File: src/rtl/asicle_pkg.sv
// asicle_pkg: shared geometry, tile styles and state encodings for the board writer
package asicle_pkg;

    localparam int ROWS     = 6;
    localparam int COLS     = 5;
    localparam int TILE_W   = 8;
    localparam int STATUS_W = ROWS * COLS * TILE_W;

    localparam logic [2:0] STYLE_EMPTY   = 3'd0;
    localparam logic [2:0] STYLE_TYPED   = 3'd1;
    localparam logic [2:0] STYLE_ABSENT  = 3'd2;
    localparam logic [2:0] STYLE_PRESENT = 3'd3;
    localparam logic [2:0] STYLE_CORRECT = 3'd4;

    localparam logic [4:0] LETTER_BLANK = 5'h1f;
    localparam logic [7:0] TILE_EMPTY   = {STYLE_EMPTY, LETTER_BLANK};

    typedef enum logic [1:0] {EV_IDLE, EV_GREEN, EV_YEL} eval_state_t;
    typedef enum logic {BW_IDLE, BW_EVAL} bw_state_t;

    // Bit offset of tile (r,c) inside the flat status vector
    function automatic int tile_idx(input logic [2:0] r, input logic [2:0] c);
        return 32'(r) * COLS * TILE_W + 32'(c) * TILE_W;
    endfunction

endpackage

File: src/rtl/board_writer_guess_eval.sv
// guess_eval: scores a five-letter guess against the target, one pass per cycle
module guess_eval
    import asicle_pkg::*;
(
    input  logic        clk,
    input  logic        rst,
    input  logic        clr,
    input  logic        start,
    input  logic [24:0] guess,
    input  logic [24:0] target,
    output logic        done,
    output logic [4:0]  g,
    output logic [4:0]  p
);

    eval_state_t r_state;
    logic [2:0]  r_idx;
    logic [24:0] r_guess;
    logic [24:0] r_target;
    logic [4:0]  r_used;
    logic [4:0]  r_g;
    logic [4:0]  r_p;
    logic        r_done;
    logic [4:0]  w_green;
    logic [4:0]  w_cur;
    logic        w_found;
    logic [2:0]  w_j;

    // Exact matches and the lowest still-unused target slot holding the current guess letter
    always_comb begin
        w_green = '0;
        w_cur   = r_guess[r_idx*5 +: 5];
        w_found = 1'b0;
        w_j     = 3'd0;
        for (int i = 0; i < COLS; i++)
            w_green[i] = r_guess[i*5 +: 5] == r_target[i*5 +: 5];
        for (int j = COLS - 1; j >= 0; j--)
            if (!r_used[j] && r_target[j*5 +: 5] == w_cur) begin
                w_found = 1'b1;
                w_j     = 3'(j);
            end
    end

    // Scoring sequencer: GREEN pass, then one yellow pass per guess column
    always_ff @(posedge clk or posedge rst) begin
        if (rst) begin
            r_state  <= EV_IDLE;
            r_idx    <= '0;
            r_guess  <= '0;
            r_target <= '0;
            r_used   <= '0;
            r_g      <= '0;
            r_p      <= '0;
            r_done   <= 1'b0;
        end else if (clr) begin
            r_state <= EV_IDLE;
            r_idx   <= '0;
            r_used  <= '0;
            r_g     <= '0;
            r_p     <= '0;
            r_done  <= 1'b0;
        end else begin
            r_done <= 1'b0;
            case (r_state)
                EV_IDLE: if (start) begin
                    r_guess  <= guess;
                    r_target <= target;
                    r_p      <= '0;
                    r_state  <= EV_GREEN;
                end
                EV_GREEN: begin
                    r_g     <= w_green;
                    r_used  <= w_green;
                    r_idx   <= '0;
                    r_state <= EV_YEL;
                end
                default: begin
                    if (!r_g[r_idx] && w_found) begin
                        r_p[r_idx]  <= 1'b1;
                        r_used[w_j] <= 1'b1;
                    end
                    if (r_idx == 3'd4) begin
                        r_done  <= 1'b1;
                        r_state <= EV_IDLE;
                    end else begin
                        r_idx <= r_idx + 3'd1;
                    end
                end
            endcase
        end
    end

    assign done = r_done;
    assign g    = r_g;
    assign p    = r_p;

endmodule

File: src/rtl/board_writer.sv
// board_writer: builds guess rows from key events and writes scored tile styles
module board_writer
    import asicle_pkg::*;
(
    input  logic           clk,
    input  logic           rst,
    input  logic           key_valid,
    input  logic [4:0]     key_letter,
    input  logic           key_bksp,
    input  logic           key_enter,
    input  logic           new_game,
    input  logic [24:0]    target,
    output logic [239:0]   status,
    output logic [2:0]     row,
    output logic [2:0]     col,
    output logic           busy,
    output logic           game_won,
    output logic           game_lost
);

    bw_state_t     r_state;
    logic [239:0]  r_status;
    logic [2:0]    r_row;
    logic [2:0]    r_col;
    logic          r_busy;
    logic          r_won;
    logic          r_lost;
    logic [24:0]   r_target;
    logic [24:0]   w_guess;
    logic          w_key;
    logic          w_enter;
    logic          w_bksp;
    logic          w_letter;
    logic          w_done;
    logic [4:0]    w_g;
    logic [4:0]    w_p;

    // Current row letters and key decode: enter beats backspace beats letter
    always_comb begin
        w_guess = '0;
        for (int c = 0; c < COLS; c++)
            w_guess[c*5 +: 5] = r_status[tile_idx(r_row, 3'(c)) +: 5];
        w_key    = key_valid && r_state == BW_IDLE && !r_won && !r_lost;
        w_enter  = w_key && key_enter && r_col == 3'd5;
        w_bksp   = w_key && !key_enter && key_bksp && r_col != 3'd0;
        w_letter = w_key && !key_enter && !key_bksp && r_col < 3'd5 && key_letter <= 5'd25;
    end

    guess_eval u_eval (
        .clk    (clk),
        .rst    (rst),
        .clr    (new_game),
        .start  (w_enter && !new_game),
        .guess  (w_guess),
        .target (r_target),
        .done   (w_done),
        .g      (w_g),
        .p      (w_p)
    );

    // Board FSM: edits the active row while idle, writes styles and flags when scoring ends
    always_ff @(posedge clk or posedge rst) begin
        if (rst) begin
            r_state  <= BW_IDLE;
            r_status <= {(ROWS*COLS){TILE_EMPTY}};
            r_row    <= '0;
            r_col    <= '0;
            r_busy   <= 1'b0;
            r_won    <= 1'b0;
            r_lost   <= 1'b0;
            r_target <= '0;
        end else if (new_game) begin
            r_state  <= BW_IDLE;
            r_status <= {(ROWS*COLS){TILE_EMPTY}};
            r_row    <= '0;
            r_col    <= '0;
            r_busy   <= 1'b0;
            r_won    <= 1'b0;
            r_lost   <= 1'b0;
            r_target <= target;
        end else begin
            case (r_state)
                BW_IDLE: begin
                    if (w_enter) begin
                        r_state <= BW_EVAL;
                        r_busy  <= 1'b1;
                    end else if (w_bksp) begin
                        r_col <= r_col - 3'd1;
                        r_status[tile_idx(r_row, r_col - 3'd1) +: 8] <= TILE_EMPTY;
                    end else if (w_letter) begin
                        r_col <= r_col + 3'd1;
                        r_status[tile_idx(r_row, r_col) +: 8] <= {STYLE_TYPED, key_letter};
                    end
                end
                default: if (w_done) begin
                    for (int c = 0; c < COLS; c++)
                        r_status[tile_idx(r_row, 3'(c)) + 5 +: 3] <= w_g[c] ? STYLE_CORRECT :
                                                                     w_p[c] ? STYLE_PRESENT : STYLE_ABSENT;
                    if (&w_g)
                        r_won <= 1'b1;
                    else if (r_row == 3'(ROWS - 1))
                        r_lost <= 1'b1;
                    else
                        r_row <= r_row + 3'd1;
                    r_col   <= '0;
                    r_busy  <= 1'b0;
                    r_state <= BW_IDLE;
                end
            endcase
        end
    end

    assign status    = r_status;
    assign row       = r_row;
    assign col       = r_col;
    assign busy      = r_busy;
    assign game_won  = r_won;
    assign game_lost = r_lost;

endmodule

File: config.mk
export PLATFORM = sky130hd
export DESIGN_NAME = board_writer
export DESIGN_NICKNAME = d
export VERILOG_FILES = /design/src/rtl/asicle_pkg.sv /design/src/rtl/board_writer_guess_eval.sv /design/src/rtl/board_writer.sv
export SDC_FILE = /design/constraint.sdc
export NUM_CORES = 1
export LEC_CHECK = 0
export ABC_AREA = 1
export BUFFER_PORTS_ARGS = -buffer_cell sky130_fd_sc_hd__clkbuf_2
export CAP_MARGIN = 20
export CORE_ASPECT_RATIO = 2
export CORE_UTILIZATION = 35
export CTS_CLUSTER_DIAMETER = 40
export CTS_CLUSTER_SIZE = 12
export DETAILED_ROUTE_END_ITERATION = 8
export SYNTH_ARGS = -nofsm -noshare
export SYNTH_HDL_FRONTEND = slang
export SYNTH_SLANG_ARGS = --single-unit
File: constraint.sdc
create_clock -name clk -period 12.6 [get_ports clk]
set_clock_uncertainty 0.2 [all_clocks]
set_input_delay 0 -clock clk [delete_from_list [all_inputs] [get_ports clk]]
set_output_delay 0 -clock clk [all_outputs]
set_load 0.1 [all_outputs]
After elaboration in Yosys (flattened, before gate mapping)
Cells that the tools add are included.
- add/subtract/negate cells: 22
- $mul: 2
- $lt $le $gt $ge: 6
- equality and inequality tests: 22
- shift-type cells: 20
- muxes and demuxes: 86
- bitwise gates (word level): 4
- reduce and logical (&&, ||, !) cells: 55
- operator list (cell ; number):
    $bwmux W240 ; 7
    $mux W240 ; 6
    $shift A3 B33 Y240 const A ; 5
    $shiftx A3 B33 Y240 ; 5
    $shiftx A240 B32 Y5 ; 4
    $shift A8 B33 Y240 const A ; 2
    $shiftx A240 B10 Y5 ; 1
    $shiftx A8 B33 Y240 ; 1
    $shiftx A8 B33 Y240 const A ; 1
    $neg A11 Y33 ; 4
    $neg A10 Y33 ; 3
    $mux W3 ; 23
    $eq A5 B5 Y1 ; 10
    $add A10 B3 Y11 const B ; 4
    $mux W5 ; 7
    $mux W1 ; 33
    $shiftx A25 B7 Y5 ; 1
    $add A9 B5 Y10 const B ; 2
    $add A9 B6 Y10 ; 2
    $logic_and A1 B1 Y1 ; 20
    $pmux W5 S2 ; 2
    $mul A3 B3 Y6 const B ; 2
    $reduce_and A3 Y1 ; 4
    $reduce_bool A3 Y1 ; 4
    29 further kinds ; 64
- register bits after elaboration: 346
- input bits: 36
- output and inout port bits: 249
- word-level logic and storage cells: 233

Depth between registers and ports, before layout
Gate-level depths: netlist of run 1.
- depth in word-level cells: 17
- depth in mapped cells: 30
- gate-level depth less buffers: 30

Cells and area by module
Synthesis of run 1 repeated with hierarchy kept, for this count alone.
- cell total of the unflattened synthesis: 3926
- area total of the unflattened synthesis: 25921.1 sq um
- by module, submodules not included (module ; times used ; cells each ; area an instance (sq um)):
    board_writer ; 1 ; 3423 ; 21979.8
    guess_eval ; 1 ; 503 ; 3941.3

Worst setup path after synthesis of run 1
Ideal clock, no wire load.
- path kind: register -> register
- start point: reg r_row[0], in the netlist row[0]
- end point: reg r_status[152], in the netlist status[152]
- library setup time: 77 ps
- arrival: 4833 ps
- required time: 12323 ps
- setup slack: 7489 ps
- cell stages (with the launch flop): 23
- period minus slack after synthesis: 5111 ps
- cell sequence: dfrtp_1 > buf_2 > inv_1 > clkbuf_1 > clkbuf_1 > clkbuf_1 > ha_1 > inv_1 > ha_1 > o21ai_0 > nand2_1 > nand2_1 > inv_1 > ha_1 > inv_1 > nor3_1 > nand2_1 > nor2_2 > nand3_1 > a21oi_1 > nand3_1 > nand2_1 > nand2_1
- word-level cells in the longest chain between the ends: 12
- RTL lines (item ; RTL line ; text):
    start, declared ; board_writer.sv:23 ; logic [2:0] r_row;
    start signal, assigned ; board_writer.sv:104 ; r_row <= r_row + 3'd1;
    $mul A3 B3 Y6 (*) ; asicle_pkg.sv:23 ; return 32'(r) * COLS * TILE_W + 32'(c) * TILE_W;
    $add A9 B4 Y10 or $add A9 B3 Y10 (tied branches) ; asicle_pkg.sv:23, board_writer.sv:97 ;
    $add A10 B3 Y11 or $neg A10 Y33 (tied branches) ; board_writer.sv:97 ; r_status[tile_idx(r_row, 3'(c)) + 5 +: 3] <= w_g[c] ? STYLE_CORRECT :
    $neg A11 Y33, or another cell as far along ; board_writer.sv:97 ;
    $shiftx A3 B33 Y240, or another cell as far along ; board_writer.sv:97 ;
    $bwmux W240 (4 in series) ; board_writer.sv:97 ;
    $mux W240 ; board_writer.sv:95 ; default: if (w_done) begin
    $mux W240 (*) ; board_writer.sv:82 ; case (r_state)
    $mux W240 (*) ; board_writer.sv:72 ; end else if (new_game) begin
    end signal, assigned ; board_writer.sv:74 ; r_status <= {(ROWS*COLS){TILE_EMPTY}};
    end signal, assigned by index ; board_writer.sv:92 ; r_status[tile_idx(r_row, r_col) +: 8] <= {STYLE_TYPED, key_letter};
    end signal, assigned by index ; board_writer.sv:97 ;
    end, declared ; board_writer.sv:22 ; logic [239:0] r_status;
Mark *: on every way between the ends. The rest lies on a longest branch, timed or not. The select of a mux whose other input is x is not followed.
A chain may end at the register's enable or synchronous reset.

Worst setup path in the final report of run 1
- start point: reg r_row[0], in the netlist row[0]
- end point: reg r_status[224], in the netlist status[224]
The elaborated chain is that of the path after synthesis.

==> metrics.txt, run 1 <==
# TYPE chip_impl_metric gauge
chip_impl_metric{name="mappedNetlistNets",unit=""} 4194
chip_impl_metric{name="core.rowCount",unit=""} 141
chip_impl_metric{name="cts.path.max_buffers",unit=""} 3
chip_impl_metric{name="cts_made_buffers",unit=""} 45
chip_impl_metric{name="tightestPinTransition",unit="ns"} 1.21
chip_impl_metric{name="detailedPlace.worstSlack",unit="ns"} 6.35
chip_impl_metric{name="max_stage_delay",unit="ns"} 0.99
chip_impl_info{name="synth_commonest_cells",value="nand2_1 (1,072), nor2_1 (477), inv_1 (433), nand3_1 (405), o21ai_0 (388)"} 1
chip_impl_metric{name="fin_nets",unit=""} 4501
chip_impl_metric{name="ir_drop",unit="mV"} 0.186
chip_impl_metric{name="drt_pass1_iterations",unit=""} 6
chip_impl_metric{name="worst-endpoint-arrival",unit="ns"} 7.06
chip_impl_metric{name="postCtsResizedCells",unit=""} 0
chip_impl_metric{name="worst_r2r_path_depth",unit=""} 25
chip_impl_metric{name="drt_initial_violations",unit=""} 2944
chip_impl_metric{name="final.setup.tns",unit="ns"} 0
chip_impl_metric{name="fp.dieW",unit="µm"} 196
chip_impl_info{name="yosys-top-cells-area",value="dfrtp_1 (19%), nand2_1 (15%), dfstp_2 (15%), nand3_1 (7.7%), o21ai_0 (7.4%)"} 1
chip_impl_metric{name="vias_in_the_first_global_route",unit=""} 32000
chip_impl_metric{name="yosysWarnings",unit=""} 0
chip_impl_metric{name="power.density_cell_area",unit="nW/µm²"} 210
chip_impl_metric{name="final_layout_size_suffix_gt1_share",unit="%"} 15.3
chip_impl_metric{name="overflow",unit=""} 0
chip_impl_metric{name="final_critical_path_setup_slack",unit="ns"} 5.87
chip_impl_metric{name="synth_enable_flop_cells",unit=""} 0
chip_impl_info{name="tritoncts",value="done"} 1
chip_impl_info{name="rsz0062_at_grt",value="false"} 1
chip_impl_metric{name="maxSlewHeadroom",unit="%"} 19.2
chip_impl_metric{name="coreArea",unit="µm²"} 74100
chip_impl_metric{name="drv_slew",unit=""} 0
chip_impl_metric{name="synth_seq_cells",unit=""} 346
chip_impl_metric{name="dpl-instance-area",unit="µm²"} 28900
chip_impl_metric{name="crit_path_max_fanout",unit=""} 54
chip_impl_metric{name="postSynthAreaPerCell",unit="µm²"} 6.39
chip_impl_info{name="synth_largest_area_cell",value="dfrtp_1"} 1
chip_impl_metric{name="drcViolationCount",unit=""} 0
chip_impl_info{name="worst-setup-path-type",value="register to register"} 1
chip_impl_metric{name="finalHoldViolations",unit=""} 1
chip_impl_info{name="slowest_stage",value="nor3_2"} 1
chip_impl_metric{name="wire_length_of_the_first_global_routing_pass",unit="µm"} 235000
chip_impl_metric{name="synth-seq-area-share",unit="%"} 33.6
chip_impl_metric{name="postSynth.asyncResetShare",unit="%"} 100
chip_impl_info{name="worst_setup_path_end_kind",value="register"} 1
chip_impl_metric{name="setup_viol",unit=""} 0
chip_impl_info{name="yosysMostFrequentCell",value="nand2_1"} 1
chip_impl_metric{name="cp.required",unit="ns"} 12.93
chip_impl_info{name="run_status",value="complete, but fails checks"} 1
chip_impl_metric{name="grt_start_max_net_pins",unit=""} 164
chip_impl_info{name="whs_endpoint",value="r_target[19]"} 1
chip_impl_metric{name="dpl.hpwl",unit="µm"} 130000
chip_impl_metric{name="max-cap-violations",unit=""} 0
chip_impl_info{name="worstReg2RegEnd",value="status[224]"} 1
chip_impl_metric{name="fp.dieArea",unit="µm²"} 76400
chip_impl_info{name="critical_path.startpoint_type",value="register"} 1
chip_impl_metric{name="timing.final.crit_share",unit="%"} 53.4
chip_impl_info{name="hold_path.startpoint",value="target[19]"} 1
chip_impl_metric{name="power_leakage",unit="nW"} 14.5
chip_impl_info{name="violations",value="hold timing"} 1
chip_impl_metric{name="fp.dieH",unit="µm"} 390
chip_impl_metric{name="number_of_routed_nets_with_antenna_violations",unit=""} 0
chip_impl_metric{name="pin_count",unit=""} 285
chip_impl_metric{name="clk_latency",unit="ns"} 0.64
chip_impl_metric{name="numClockSinks",unit=""} 346
chip_impl_metric{name="number_of_antenna_violations_at_the_first_check_in_global_routing",unit=""} 6
chip_impl_metric{name="timing.fmax",unit="GHz"} 0.149
chip_impl_metric{name="period_needed",unit="ns"} 6.73
chip_impl_metric{name="gpl.final_weighted_congestion",unit=""} 1.14
chip_impl_info{name="ys_dominant_reg_cell",value="dfrtp_1"} 1
chip_impl_metric{name="syn-cell-area",unit="µm²"} 26300
chip_impl_metric{name="netlist.area_leader.share",unit="%"} 18.6
chip_impl_metric{name="min_delay_path_depth",unit=""} 4
chip_impl_metric{name="post-route-cell-area",unit="µm²"} 31100
chip_impl_metric{name="timing.hold.ws",unit="ns"} -0.00127
chip_impl_metric{name="initial_utilization",unit="%"} 35.5
chip_impl_metric{name="gr-usage-all-layers",unit="%"} 43.7
chip_impl_metric{name="synthToLayoutAreaGrowth",unit="%"} 18.0
chip_impl_info{name="cell_at_the_root_of_the_clock_tree",value="clkbuf_16"} 1
chip_impl_info{name="crit_path_frequent_cell",value="nand2_1"} 1
chip_impl_metric{name="netlist-cell-type-count",unit=""} 61
chip_impl_metric{name="detail_route.vias_per_cell",unit=""} 6.00
chip_impl_metric{name="route.vias.total",unit=""} 32400
chip_impl_metric{name="buffer_ports.inserted",unit=""} 284
chip_impl_metric{name="synth_cells",unit=""} 4123
chip_impl_metric{name="rrSetupSlack",unit="ns"} 5.87
chip_impl_info{name="hold_path_class",value="input pin to register"} 1
chip_impl_metric{name="cts_max_level",unit=""} 2
chip_impl_metric{name="drt-wirelength-per-cell",unit="µm"} 31.2
chip_impl_info{name="rr_startpoint",value="row[0]"} 1
chip_impl_metric{name="p_total",unit="mW"} 6.52
chip_impl_metric{name="clk_pin_slew_worst_paths",unit="ns"} 0.06
chip_impl_metric{name="wl",unit="µm"} 168000
-- cells in the final DEF (no fill, tap or decap), types with 7 or more instances in the layout --
cell	n
nor2_4	7
nand2_1	1071
buf_4	70
inv_2	13
a21oi_2	11
clkbuf_2	284
a31oi_1	44
clkbuf_1	8
dfstp_2	150
nand3_1	405
nor3_1	74
nor2_1	469
nand2_2	16
o22ai_1	24
o21a_1	15
a22o_1	13
o31ai_1	13
inv_1	432
nand4_1	96
nor4_1	27
nand3_2	11
o21ai_0	388
nor2_2	18
a22oi_1	11
dlygate4sd3_1	57
o211ai_1	33
clkbuf_16	46
o21ai_1	40
nor3_2	8
dfrtp_1	194
clkinv_1	12
a21oi_1	260
ha_1	35
xor2_1	14
-- cell type report --
cell class	instances	area, µm²
clock buffers	57	1220
clock inverters	23	324
fillers	8255	43000
well taps	929	1160
inverters	458	1730
diodes	5	12.5
flip-flops and latches	346	8850
repair buffers	414	2580
multi-input cells	3165	15200
-- how the worst max path moves through the flow --
stage,cells past startpoint,slack [ns],from,end
6_report,25,5.87,row[0],status[224]
5_1_grt,25,5.73,row[0],status[224]
3_5_place_dp,22,6.35,row[0],status[49]
2_1_floorplan,1,3.05,rst,busy
4_1_cts,22,6.31,row[0],status[49]
3_3_place_gp,22,6.36,row[0],status[56]
-- power by group --
group	internal [mW]	switching [mW]
registers	1.38	0.212
clock network	0.803	0.578
logic	0.596	2.96
total	2.78	3.75
-- critical path: cells and delay by family, from the launching register on --
kind                     cells  cell delay (ns)
AND/OR/NAND/NOR             13             3.37
buffers and inverters        7             1.40
adder cells (fa/ha/maj)      4             1.16
flip-flops                   1             0.34
AO/OA/AOI/OAI                1             0.06
-- repair_timing --
item / in CTS / in global routing
buffers inserted: 0 / 0
hold endpoints to repair: 205 / 0
hold buffers: 57 / 0
-- per-layer routing --
| layer | vias to the layer above | routed length [µm] | track usage (%) |
|---|---|---|---|
| li1 | 14400 | - | - |
| met1 | 15300 | 54700 | 42.7 |
| met2 | 1900 | 79400 | 73.3 |
| met3 | 790 | 13200 | 10.4 |
| met4 | 2 | 21100 | 45.9 |
| met5 | - | 9 | 0 |
-- cell families (layout without fill, tap and decap cells) --
group           after synthesis  after routing  synth area share (%)
xor+xnor                     23             23                 0.893
buf+inv                     612            952                  9.03
flops                       346            346                  33.6
fa+ha+maj                    35             35                  1.66
simple gates               2216           2216                  36.0
compound gates              891            891                  18.8
other cells                   0              5                     0
-- flip-flops by register name, summed over array words and instances (netlist names), 5 cells and up --
signal and count:
r_target 25, status 240, u_eval.g 5, u_eval.p 5, u_eval.r_guess 25, u_eval.r_target 25
u_eval.r_used 5
-- metrics by stage --
stage                     cells  hold slack (ns)  utilization (%)
after floorplan            4123          -0.0876                -
after global placement     5253          0.00815             39.0
after detailed placement   5254           0.0130             39.0
after CTS                  5391          0.00183             41.9
after global routing       5393           0.0274             41.9
final                      5397         -0.00127             41.9
No activity file was read; power rests on OpenSTA's default activity.
==> run 2, diff against run 1 <==
clock period = 6.55 ns   (was 12.6 ns; I/O delays follow)
==> run 2 against run 1 <==
Effect of this change:
- the run now ends clean
- via count rose by 2.1%
- worst setup slack got worse by 5.5 ns
- register-to-register slack got worse by 5.5 ns
- flip-flop and latch count did not move
- cell count rose by 2.9%
- global-route usage rose by 1.1 points
- critical path type unchanged
- critical endpoint is now status[34]
- largest power group unchanged
==> metrics.txt, run 2 (synthesis gave the netlist of run 1 again) <==
# TYPE chip_impl_metric gauge
chip_impl_info{name="run_status",value="finished, final reports clean"} 1
chip_impl_metric{name="min_delay_path_depth",unit=""} 4
chip_impl_metric{name="timing.hold.ws",unit="ns"} 0.138
chip_impl_metric{name="number_of_routed_nets_with_antenna_violations",unit=""} 0
chip_impl_info{name="worstReg2RegEnd",value="status[34]"} 1
chip_impl_info{name="worst-setup-path-type",value="register to register"} 1
chip_impl_metric{name="ir_drop",unit="mV"} 0.293
chip_impl_metric{name="power_leakage",unit="nW"} 15.1
chip_impl_metric{name="core.rowCount",unit=""} 141
chip_impl_metric{name="pin_count",unit=""} 285
chip_impl_metric{name="power_switching_share",unit="%"} 57.4
chip_impl_metric{name="post-route-cell-area",unit="µm²"} 32200
chip_impl_metric{name="finalHoldViolations",unit=""} 0
chip_impl_metric{name="grt_use_met1",unit="%"} 43.0
chip_impl_metric{name="coreArea",unit="µm²"} 74100
chip_impl_metric{name="vias_in_the_first_global_route",unit=""} 32900
chip_impl_metric{name="max-cap-violations",unit=""} 0
chip_impl_metric{name="largest_register_ffs",unit=""} 240
chip_impl_metric{name="clk_latency",unit="ns"} 0.64
chip_impl_metric{name="tightestPinTransition",unit="ns"} 1.18
chip_impl_metric{name="worst-endpoint-arrival",unit="ns"} 6.48
chip_impl_metric{name="power.share.clock",unit="%"} 19.6
chip_impl_info{name="hold_path.startpoint",value="key_letter[1]"} 1
chip_impl_metric{name="wire_length_of_the_first_global_routing_pass",unit="µm"} 241000
chip_impl_metric{name="power.density_cell_area",unit="nW/µm²"} 389
chip_impl_metric{name="synthToLayoutAreaGrowth",unit="%"} 22.2
chip_impl_metric{name="initial_utilization",unit="%"} 35.5
chip_impl_info{name="rr_startpoint",value="row[0]"} 1
chip_impl_metric{name="fp.dieArea",unit="µm²"} 76400
chip_impl_metric{name="fp.dieH",unit="µm"} 390
chip_impl_metric{name="final_layout_size_suffix_gt1_share",unit="%"} 18.0
chip_impl_info{name="layout_common_cells",value="nand2_1 (1,071), nor2_1 (468), inv_1 (432)"} 1
chip_impl_metric{name="dpl-instance-area",unit="µm²"} 30100
chip_impl_metric{name="gr-usage-all-layers",unit="%"} 44.8
chip_impl_info{name="rsz0062_at_grt",value="false"} 1
chip_impl_metric{name="timing.fmax",unit="GHz"} 0.163
chip_impl_metric{name="p_switching",unit="mW"} 7.19
chip_impl_metric{name="grt_start_max_net_pins",unit=""} 152
chip_impl_metric{name="drt_initial_violations",unit=""} 2644
chip_impl_metric{name="worst_r2r_path_depth",unit=""} 21
chip_impl_info{name="critical_path.startpoint_type",value="register"} 1
chip_impl_metric{name="final_core_utilization",unit="%"} 43.4
chip_impl_metric{name="dpl.hpwl",unit="µm"} 136000
chip_impl_info{name="whs_endpoint",value="status[65]"} 1
chip_impl_metric{name="gpl.final_weighted_congestion",unit=""} 1.08
chip_impl_metric{name="maxSlewHeadroom",unit="%"} 21.3
chip_impl_metric{name="detail_route.vias_per_cell",unit=""} 5.96
chip_impl_info{name="crit_path_start",value="row[0]"} 1
chip_impl_metric{name="cp.required",unit="ns"} 6.90
chip_impl_info{name="tritoncts",value="done"} 1
chip_impl_metric{name="buffer_ports.inserted",unit=""} 284
chip_impl_metric{name="final_critical_path_setup_slack",unit="ns"} 0.418
chip_impl_info{name="layout.cells.most_common",value="nand2_1"} 1
chip_impl_metric{name="setup_viol",unit=""} 0
chip_impl_metric{name="post-cts-setup-buffer-count",unit=""} 0
chip_impl_info{name="worst_setup_path_end_kind",value="register"} 1
chip_impl_metric{name="final.setup.tns",unit="ns"} 0
chip_impl_metric{name="drt-wirelength-per-cell",unit="µm"} 31.0
chip_impl_metric{name="number_of_antenna_violations_at_the_first_check_in_global_routing",unit=""} 5
chip_impl_metric{name="combinational_fraction_of_design_power",unit="%"} 56.0
chip_impl_metric{name="drv_slew",unit=""} 0
chip_impl_metric{name="timing.final.crit_share",unit="%"} 93.6
chip_impl_metric{name="wl",unit="µm"} 172000
chip_impl_metric{name="gr-usage-met3",unit="%"} 10.4
chip_impl_metric{name="drcViolationCount",unit=""} 0
chip_impl_metric{name="cts_max_level",unit=""} 2
chip_impl_info{name="cell_at_the_root_of_the_clock_tree",value="clkbuf_16"} 1
chip_impl_metric{name="drt_pass1_iterations",unit=""} 7
chip_impl_metric{name="sequentialPowerShare",unit="%"} 24.4
chip_impl_metric{name="power.internal",unit="mW"} 5.32
chip_impl_metric{name="period_needed",unit="ns"} 6.13
chip_impl_metric{name="crit_path_max_fanout",unit=""} 17
chip_impl_metric{name="numClockSinks",unit=""} 346
chip_impl_metric{name="fin_nets",unit=""} 4655
chip_impl_metric{name="rrSetupSlack",unit="ns"} 0.42
chip_impl_metric{name="clk_pin_slew_worst_paths",unit="ns"} 0.07
chip_impl_metric{name="route.vias.total",unit=""} 33100
chip_impl_info{name="grt.busiest_layer",value="met2"} 1
chip_impl_metric{name="cts_made_buffers",unit=""} 44
chip_impl_metric{name="fp.dieW",unit="µm"} 196
chip_impl_metric{name="cts.path.max_buffers",unit=""} 3
chip_impl_metric{name="detailedPlace.worstSlack",unit="ns"} 1.45
chip_impl_metric{name="overflow",unit=""} 0
chip_impl_metric{name="grt_util_met2",unit="%"} 75.2
chip_impl_info{name="hold_path_class",value="input pin to register"} 1
run 2: changes by cell type in the layout (fill, tap and decap cells not counted), moves of 3 or more:
cell / before / now
dlygate4sd3_1: 57 / 60
bufinv_16: 5 / 1
clkinvlp_4: 3 / 6
buf_12: 1 / 5
buf_4: 70 / 218
clkinv_2: 3 / 7
run 2: area by class of cell:
class / count / area [µm²]
fillers: 8040 / 41900
multi-input cells: 3165 / 15200
inverters: 458 / 1720
repair buffers: 569 / 3800
well taps: 929 / 1160
clock buffers: 56 / 1180
flip-flops and latches: 346 / 8850
clock inverters: 22 / 245
diodes: 7 / 17.5
run 2: per-stage QoR:
stage                     instances  total power, mW
final                          5552             12.5
after global routing           5546             12.8
after CTS                      5543             12.3
after detailed placement       5405             9.79
after global placement         5404             9.83
after floorplan                4123             7.45
run 2: worst max-delay path: stages, from the launching register on:
cell and delay, ns:
dfrtp_2 0.42, ha_1 0.20, ha_1 0.71, ha_1 0.40, a21oi_1 0.22, o21ai_0 0.13
nand2_1 0.07, nand2_1 0.12, inv_1 0.09, ha_1 0.30, inv_1 0.18, nand3_1 0.12
nand2_1 0.07, nor2_2 0.16, nand3_4 0.27, nor2_1 0.24, nand2_1 0.17, a21oi_1 0.86
o21ai_2 0.33, nand2_1 0.13, o21ai_1 0.06, dlygate4sd3_1 0.57
run 2: how the worst max path moves through the flow:
| stage | to |
|---|---|
| finish | status[34] |
| global route | status[34] |
| CTS | status[34] |
| detailed placement | status[196] |
| global placement | status[32] |
| floorplan | status[152] |
run 2: metal layers:
| metal | routed length [µm] | part of all wire, % |
|---|---|---|
| met4 | 23100 | 13 |
| met5 | 23 | 0.013 |
| met2 | 81300 | 47 |
| met3 | 12800 | 7.5 |
| met1 | 55000 | 32 |
run 2: what timing repair did:
action | in CTS | in global routing
endpoints found under the hold margin | 192 | 0
gates resized for setup | 0 | 0
hold buffers | 60 | 0
run 2: power groups by stage:
stage / Clock [mW] / Combinational (mW) / Sequential (mW)
2_1_floorplan: 0 / 2.66 / 4.79
3_3_place_gp: 0 / 6.76 / 3.07
3_5_place_dp: 0 / 6.72 / 3.07
4_1_cts: 2.48 / 6.77 / 3.04
5_1_grt: 2.55 / 7.21 / 3.07
6_report: 2.45 / 7.01 / 3.05
